===== src/rtl/muldiv_unit.sv =====
// Iterative RISC-V M-extension multiply/divide unit (radix-2 shift-add / restoring divide).
// Latency: 34 cycles start-to-done for normal ops; 1 cycle for divide-by-zero / signed overflow.
// Backpressure: start is ignored while busy; the pipeline stalls on busy. flush aborts any state.
module muldiv_unit #(
  parameter int XLEN  = 32,
  parameter int CNT_W = $clog2(XLEN) + 1
) (
  input  logic            clk,
  input  logic            rst_n,
  input  logic            start,
  input  logic            flush,
  input  logic [2:0]      op,
  input  logic [XLEN-1:0] operand_a,
  input  logic [XLEN-1:0] operand_b,
  output logic            busy,
  output logic            done,
  output logic [XLEN-1:0] result
);

  localparam logic [2:0] OP_MUL    = 3'b000;
  localparam logic [2:0] OP_MULH   = 3'b001;
  localparam logic [2:0] OP_MULHSU = 3'b010;
  localparam logic [2:0] OP_MULHU  = 3'b011;
  localparam logic [2:0] OP_DIV    = 3'b100;
  localparam logic [2:0] OP_DIVU   = 3'b101;
  localparam logic [2:0] OP_REM    = 3'b110;
  localparam logic [2:0] OP_REMU   = 3'b111;

  typedef enum logic [1:0] {IDLE, CALC, FIX, DONE} state_t;

  state_t state;
  state_t state_nxt;

  // Latched operation context
  logic [2:0]        op_q;
  logic              neg_q;
  logic [CNT_W-1:0]  cnt;
  logic [XLEN-1:0]   opb;   // multiplicand / divisor magnitude
  logic [2*XLEN-1:0] acc;   // {product high, multiplier/product low}; low half doubles as dividend/quotient
  logic [XLEN:0]     rem;   // partial remainder

  // Accept-time decode of the incoming request
  logic            a_signed;
  logic            b_signed;
  logic            a_neg;
  logic            b_neg;
  logic [XLEN-1:0] a_mag;
  logic [XLEN-1:0] b_mag;
  logic            div_zero;
  logic            div_ovf;
  logic            special;
  logic            neg_in;
  logic            accept;
  logic [XLEN-1:0] special_res;

  assign a_signed = (op == OP_MULH) || (op == OP_MULHSU) || (op == OP_DIV) || (op == OP_REM);
  assign b_signed = (op == OP_MULH) || (op == OP_DIV) || (op == OP_REM);
  assign a_neg    = a_signed & operand_a[XLEN-1];
  assign b_neg    = b_signed & operand_b[XLEN-1];
  assign a_mag    = a_neg ? -operand_a : operand_a;
  assign b_mag    = b_neg ? -operand_b : operand_b;
  assign div_zero = op[2] && (operand_b == '0);
  assign div_ovf  = ((op == OP_DIV) || (op == OP_REM)) &&
                    (operand_a == {1'b1, {(XLEN-1){1'b0}}}) && (operand_b == '1);
  assign special  = div_zero || div_ovf;
  // Remainder follows the dividend sign; product and quotient negate when signs differ
  assign neg_in   = (op[2] && op[1]) ? a_neg : (a_neg ^ b_neg);
  assign accept   = start && !flush && ((state == IDLE) || (state == DONE));

  // Results that bypass the iterative datapath
  always_comb begin
    special_res = '0;
    if (div_zero) special_res = op[1] ? operand_a : '1;
    else          special_res = op[1] ? '0 : operand_a;
  end

  // One radix-2 iteration for multiply and for restoring divide
  logic [XLEN:0]     mul_sum;
  logic [2*XLEN-1:0] acc_mul;
  logic [XLEN+1:0]   div_trial;
  logic [XLEN:0]     rem_div;
  logic [2*XLEN-1:0] acc_div;

  always_comb begin
    mul_sum   = acc[0] ? ({1'b0, acc[2*XLEN-1:XLEN]} + {1'b0, opb}) : {1'b0, acc[2*XLEN-1:XLEN]};
    acc_mul   = {mul_sum, acc[XLEN-1:1]};
    div_trial = {rem, acc[XLEN-1]} - {2'b00, opb};
    if (!div_trial[XLEN+1]) begin
      rem_div = div_trial[XLEN:0];
      acc_div = {acc[2*XLEN-1:XLEN], acc[XLEN-2:0], 1'b1};
    end else begin
      rem_div = {rem[XLEN-1:0], acc[XLEN-1]};
      acc_div = {acc[2*XLEN-1:XLEN], acc[XLEN-2:0], 1'b0};
    end
  end

  // Sign fix-up and result selection in the FIX cycle
  logic [2*XLEN-1:0] prod;
  logic [XLEN-1:0]   quot;
  logic [XLEN-1:0]   remv;
  logic [XLEN-1:0]   fix_res;

  always_comb begin
    prod = neg_q ? -acc : acc;
    quot = neg_q ? -acc[XLEN-1:0] : acc[XLEN-1:0];
    remv = neg_q ? -rem[XLEN-1:0] : rem[XLEN-1:0];
    case (op_q)
      OP_MUL:                       fix_res = prod[XLEN-1:0];
      OP_MULH, OP_MULHSU, OP_MULHU: fix_res = prod[2*XLEN-1:XLEN];
      OP_DIV, OP_DIVU:              fix_res = quot;
      default:                      fix_res = remv;
    endcase
  end

  // State register
  always_ff @(posedge clk or negedge rst_n) begin
    if (!rst_n) state <= IDLE;
    else        state <= state_nxt;
  end

  // Next-state logic; flush overrides everything
  always_comb begin
    state_nxt = state;
    if (flush) begin
      state_nxt = IDLE;
    end else begin
      case (state)
        IDLE, DONE: begin
          if (start) state_nxt = special ? DONE : CALC;
          else       state_nxt = IDLE;
        end
        CALC:    state_nxt = (cnt == CNT_W'(XLEN-1)) ? FIX : CALC;
        FIX:     state_nxt = DONE;
        default: state_nxt = IDLE;
      endcase
    end
  end

  // Status outputs decoded from state
  always_comb begin
    busy = (state == CALC) || (state == FIX);
    done = (state == DONE);
  end

  // Datapath: latch at accept, iterate in CALC, register result in FIX
  always_ff @(posedge clk or negedge rst_n) begin
    if (!rst_n) begin
      op_q   <= '0;
      neg_q  <= 1'b0;
      cnt    <= '0;
      opb    <= '0;
      acc    <= '0;
      rem    <= '0;
      result <= '0;
    end else if (accept) begin
      op_q  <= op;
      neg_q <= neg_in;
      cnt   <= '0;
      opb   <= b_mag;
      acc   <= {{XLEN{1'b0}}, a_mag};
      rem   <= '0;
      if (special) result <= special_res;
    end else if (state == CALC) begin
      cnt <= cnt + 1'b1;
      if (op_q[2]) begin
        acc <= acc_div;
        rem <= rem_div;
      end else begin
        acc <= acc_mul;
      end
    end else if ((state == FIX) && !flush) begin
      result <= fix_res;
    end
  end

endmodule


===== config.mk =====
export PLATFORM = sky130hd
export DESIGN_NAME = muldiv_unit
export DESIGN_NICKNAME = d
export VERILOG_FILES = /design/src/rtl/muldiv_unit.sv
export SDC_FILE = /design/constraint.sdc
export NUM_CORES = 1
export LEC_CHECK = 0
export CAP_MARGIN = 20
export CORE_MARGIN = 2
export CORE_UTILIZATION = 50
export DETAILED_ROUTE_END_ITERATION = 6
export HOLD_SLACK_MARGIN = 0.06
export PLACE_DENSITY_LB_ADDON = 0.05
export SYNTH_ARGS = -nofsm -noshare
export SYNTH_HDL_FRONTEND = slang
export SYNTH_SLANG_ARGS = --single-unit

===== constraint.sdc =====
create_clock -name clk -period 2.94 [get_ports clk]
set_input_delay 0.588 -clock clk [delete_from_list [all_inputs] [get_ports clk]]
set_output_delay 0.588 -clock clk [all_outputs]
set_load 0.1 [all_outputs]

==> metrics.txt, run 1 <==
Initial DRT Pass Iterations 5; die height 183.0 µm; failing checks negative setup slack; initial antenna violation count 1; Cell Rows 65; die footprint 33480 µm²; largest area contributor in the netlist dfrtp_1; Mapped Cells 2036; placed instance count 2870; Total GRT Usage 38.10%; RSZ-0062 raised after global routing true; WP data required 3340 ps; Hold Violations, Final 0; most common cell after layout, fill and taps aside buf_4; largest net degree at the start of global routing 73; CTS tree yes; Slew headroom 24.18%; # setup viols final 17; Mapped Area 16020 µm²; crit path kind flop to flop; Async SR Flop Fraction 100.0%; Pleak 0.009954 µW; NumNets Final 2654; adder-cell share of the synthesized area 7.828%; WL final 64760 µm; Hold Crit Class primary input to asynchronous set/reset pin; max cap viols 0; fillcell total 2540; CTS clk-pin slew, worst paths 70 ps; GP Congestion 0.9810; Area growth syn-to-layout 42.16%; HPWL Detailed 48830 µm; clk_skew 11.68 ps; worst-case clock buffer depth 2; Iteration-0 DRC Markers 1637; FF-to-FF path depth 12; post-synthesis xor/xnor area fraction 9.187%; Ys Warns 0; final worst slack -140.5 ps; first-pass GRT wire length 98240 µm; top cells by area, synth dfrtp_1 (27%), o21ai_0 (7.4%), nand2_1 (6.2%); net count after synthesis 2182; max-slew violation count 0; Mapped Avg Cell Area 7.867 µm²; Final Cycle Share 104.8%; most frequent cells in the layout buf_4 (470), nand2_1 (259), o21ai_0 (185), dfrtp_1 (166), nor2_1 (109); maximum vdd ir drop 0.0005193 V; compound-gate portion of the synthesized area 26.03%; Via Count 18260; flops & latches, synth 173; Tmin final 3080 ps; Slew @ Worst Pin 1133 ps; largest family of logic cells by synthesized area compound AO/OA/AOI/OAI gates; final non-filler cell total 2919; Worst setup EP type flop; crit path DAT 3480 ps; total power 13250 µW; synth unique cells 82; Starting Density 50.76%; Max Fclk 324.6 MHz; multiplexer share of the synthesized area 5.265%; vias per cell 6.256; IO Count 105; layout cell share with drive strength beyond 1 29.96%; CTS root buf clkbuf_16; CP max FO 3; sequential area share after synthesis 27.03%; status finished, violations left; core region area 31560 µm²; WL per Instance 22.19 µm; simple-gate share of the synthesized area 20.14%; number of diodes 0; clk sink count 173; EDFF count, synth 0; total congestion overflow 0; dominant register cell in the synthesized netlist dfrtp_1; post-synth top area share 27.03%; vias in the first global route 17381; Clock Latency Late Sink 460 ps; PD cells 581.8 nW/µm²; die width 183.0 µm; PortBufs 104; drc violations 0; final hold slack 126.1 ps; post-route ant nets 0; Final TNS setup -1112 ps; final core utilization 72.16%; TritonCTS Buffers 17; H-tree levels 4; Worst Setup Start Kind flop
-- sequential cells by signal (all words and copies together), names as in the netlist --
signal,cells
cnt,6
neg_q,1
result,32
opb,32
state,2
acc,64
op_q,3
rem,33
-- synth_stat cells, drive strengths merged (13+ instances only) --
| master | number |
|---|---|
| and2 | 15 |
| nand4 | 21 |
| or4 | 20 |
| clkbuf | 101 |
| or2 | 14 |
| o31ai | 41 |
| xnor2 | 82 |
| nand2b | 19 |
| a221oi | 13 |
| nor3 | 57 |
| and3 | 15 |
| ha | 73 |
| o41ai | 14 |
| o211ai | 45 |
| mux2i | 82 |
| dfrtp | 173 |
| xor2 | 86 |
| a22oi | 21 |
| nand2 | 264 |
| buf | 27 |
| maj3 | 30 |
| o21ai | 243 |
| a21o | 28 |
| nor2 | 120 |
| or3 | 14 |
| inv | 61 |
| a211oi | 24 |
| nand3 | 41 |
| nor4 | 26 |
| a31oi | 19 |
| a21oi | 95 |
| nor2b | 15 |
-- final cells by class --
| cell class | count | area (µm²) | area share [%] |
|---|---|---|---|
| clock buffers | 21 | 450.4 | 1.978 |
| flip-flops and latches | 173 | 4338 | 19.05 |
| inverters | 62 | 232.7 | 1.022 |
| clock inverters | 7 | 95.09 | 0.4176 |
| repair buffers | 581 | 4832 | 21.22 |
| multi-input cells | 1673 | 12320 | 54.10 |
| well taps | 402 | 503.0 | 2.209 |
-- critical path, stage by stage, from the launching register on --
cell and delay, ps:
dfrtp_1 420, inv_2 80, ha_4 270, o21a_1 140, o31ai_2 70, buf_4 160
a211oi_4 440, o211ai_1 270, o21ai_2 270, nand4_1 190, and3_1 220, o31ai_1 330
a22o_1 180
-- path summary, 6_finish.rpt --
check	startpoint	endpoint	slack, ps
worst min-delay path	rst_n	acc[13]	130
worst max-delay path	opb[3]	rem[27]	-140
max in group asynchronous	rst_n	opb[4]	2080
min in group clk	result[8]	result[8]	490
worst max register to register	opb[3]	rem[27]	-140
worst min register to register	result[8]	result[8]	490
-- metrics by stage --
stage | worst slack [ps] | area [µm²]
floorplan | -13.04 | 16070
global placement | -634.1 | 20600
detailed placement | -731.6 | 20600
CTS | -104.6 | 21800
global route | -197.8 | 22770
finish | -140.5 | 22770
-- timing repair --
| item | CTS | global route |
|---|---|---|
| setup buffers | 9 | 14 |
| pin swaps | 34 | 90 |
| resized for setup | 144 | 188 |
| hold buffers | 0 | 0 |
| setup endpoints to repair | 75 | 92 |
| gates cloned | 2 | 0 |
-- layer usage --
| layer | GRT usage [%] | part of all wire (%) | vias to the layer above |
|---|---|---|---|
| li1 | - | - | 8442 |
| met3 | 5.123 | 7.4 | 190 |
| met2 | 62.15 | 46 | 850 |
| met4 | 18.21 | 5.3 | 0 |
| met1 | 50.03 | 42 | 8778 |
| met5 | 0 | 0 | - |
-- logic make-up after synthesis --
family                   after synthesis
flip-flops                           173
AND/OR/NAND/NOR                      664
AO/OA/AOI/OAI                        652
adder cells (fa/ha/maj)              105
multiplexers                          84
XOR/XNOR                             168
buffers and inverters                190
-- power by group --
| part | internal, µW | switching, µW |
|---|---|---|
| Combinational | 2870 | 4800 |
| Sequential | 2830 | 453 |
| Clock | 1250 | 1030 |
| Total | 6960 | 6290 |
No activity file was read; power rests on OpenSTA's default activity.
==> run 2: changes to the inputs <==
--- a/config.mk
+++ b/config.mk
@@ -13,2 +13,3 @@
 export PLACE_DENSITY_LB_ADDON = 0.05
+export SLEW_MARGIN = 5
 export SYNTH_ARGS = -nofsm -noshare
==> constraint.sdc (replaced) <==
create_clock -name clk -period 2.94 [get_ports clk]
set_input_delay 0.294 -clock clk [delete_from_list [all_inputs] [get_ports clk]]
set_output_delay 0.294 -clock clk [all_outputs]
set_load 0.1 [all_outputs]
==> run 2 against run 1 <==
Net effect:
- the flow still finishes with violations (negative setup slack)
- hold slack gained 250 ps
- sequential power shrank 1%
- clock power grew 7%
- power grew 0.13%
- critical path depth shrank 1
- combinational power shrank 1%
- sequential share of layout area grew 0.29 points
- highest routed layer unchanged
==> metrics.txt, run 2 (synthesis results as in run 1) <==
status finished, violations left; failing checks negative setup slack; clk_skew 11.61 ps; FF-to-FF path depth 11; initial antenna violation count 0; Starting Density 50.76%; H-tree levels 4; CTS clk-pin slew, worst paths 70 ps; CTS root buf clkbuf_16; TritonCTS Buffers 17; worst-case clock buffer depth 2; layout cell share with drive strength beyond 1 28.87%; Crit path top cell by count buf_4; first-pass GRT wire length 97570 µm; Slew headroom 49.24%; Slew @ Worst Pin 754.5 ps; die height 183.0 µm; drc violations 0; Largest regs acc x64, rem x33; post-route cell area 22420 µm²; # setup viols final 7; total congestion overflow 0; PortBufs 104; IO Count 105; crit path DAT 3340 ps; CP bufs+invs 2; core region area 31560 µm²; max cap viols 0; crit path kind flop to flop; most frequent cells in the layout buf_4 (461), nand2_1 (257), o21ai_0 (188), dfrtp_1 (166), nor2_1 (112); slowest stage cell, crit path or4_4; Clock Latency Late Sink 470 ps; vias in the first global route 17120; Crit path depth 11; die footprint 33480 µm²; crit-path cells or4_4, nor4b_4, buf_4, nand4_4, or2_4, or3b_4, mux2i_1, buf_4, nand2_2, a21oi_2, o21ai_1; origin of the critical flop-to-flop path acc[8]; Pleak 0.009762 µW; Final Cycle Share 101.7%; Via Count 18009; CP max FO 7; vias per cell 6.212; WL final 64060 µm; most common cell after layout, fill and taps aside buf_4; clk sink count 173; Hold Violations, Final 0; max-slew violation count 0; largest net degree at the start of global routing 64; GP Congestion 1.046; CTS tree yes; family with the most delay on the worst path simple AND/OR/NAND/NOR gates; Tmin final 2991 ps; Total GRT Usage 37.72%; HPWL Detailed 48860 µm; CP endpoint result[18]; final worst slack -51.34 ps; RSZ-0062 raised after global routing true; PD cells 591.5 nW/µm²; pre-CTS WS -500.3 ps; number of diodes 0; Cell Rows 65; NumNets Final 2630; post-route ant nets 0; Area growth syn-to-layout 40.00%; WP data required 3290 ps; crit path from acc[8]; die width 183.0 µm; Max Fclk 334.3 MHz; Worst setup EP type flop; r2r setup slk -50 ps; Iteration-0 DRC Markers 1503; Worst Setup Start Kind flop; Final TNS setup -246.5 ps; CP peak stage delay 590 ps; FF-to-FF End result[18]; Top reg by flops acc; total power 13260 µW; Hold Crit Class primary input to asynchronous set/reset pin; max FFs per register 64; Initial DRT Pass Iterations 5; WL per Instance 22.10 µm; Placed Area 20360 µm²; maximum vdd ir drop 0.0004929 V
==> run 2: layout make-up <==
type	instances	area (µm²)
clock buffers	19	442.9
clock inverters	13	162.7
flip-flops and latches	173	4338
repair buffers	557	4577
fillers	2568	9131
well taps	402	503.0
multi-input cells	1673	12170
inverters	62	232.7
==> run 2: worst min-delay path by stage <==
stage | slack, ps | to
2_1_floorplan | -2 | acc[0]
4_1_cts | 390 | acc[12]
3_3_place_gp | 300 | acc[12]
5_1_grt | 420 | acc[12]
6_report | 380 | acc[12]
3_5_place_dp | 300 | acc[12]
==> run 2: repair_timing <==
item / CTS / global route
cloned: 1 / 2
hold endpoints to repair: 50 / 0
hold buffers: 1 / 0
endpoints found under the setup margin: 66 / 77
setup buffers: 14 / 12
resized for setup: 101 / 182
pin swaps: 35 / 92
==> run 2: metrics by stage <==
stage	hold WS [ps]	instances	util, %
3_3_place_gp	296.2	2840	64.52
5_1_grt	421.9	2899	71.06
3_5_place_dp	300.9	2840	64.52
6_report	375.9	2899	71.06
4_1_cts	387.9	2887	68.17
2_1_floorplan	-1.591	2036	-
==> run 2: metal layers <==
metal / vias up / wire, µm / global-route usage [%]
met4: 0 / 2663 / 15.04
met2: 781 / 29810 / 62.09
met3: 146 / 4565 / 5.878
li1: 8411 / - / -
met1: 8671 / 27020 / 49.74
met5: - / 0 / 0
==> run 2: report_power, final <==
part	switching [µW]	internal, µW
clock	1080	1360
combinational	4730	2840
sequential	419	2830
==> run 2: worst register-to-register path: cells and delay by family, from the launching register on <==
kind	cells	cell delay [ps]
buffers and inverters	2	320
DFF	1	390
AOI/OAI and AO/OA	2	260
muxes	1	160
and+or+nand+nor	6	1750
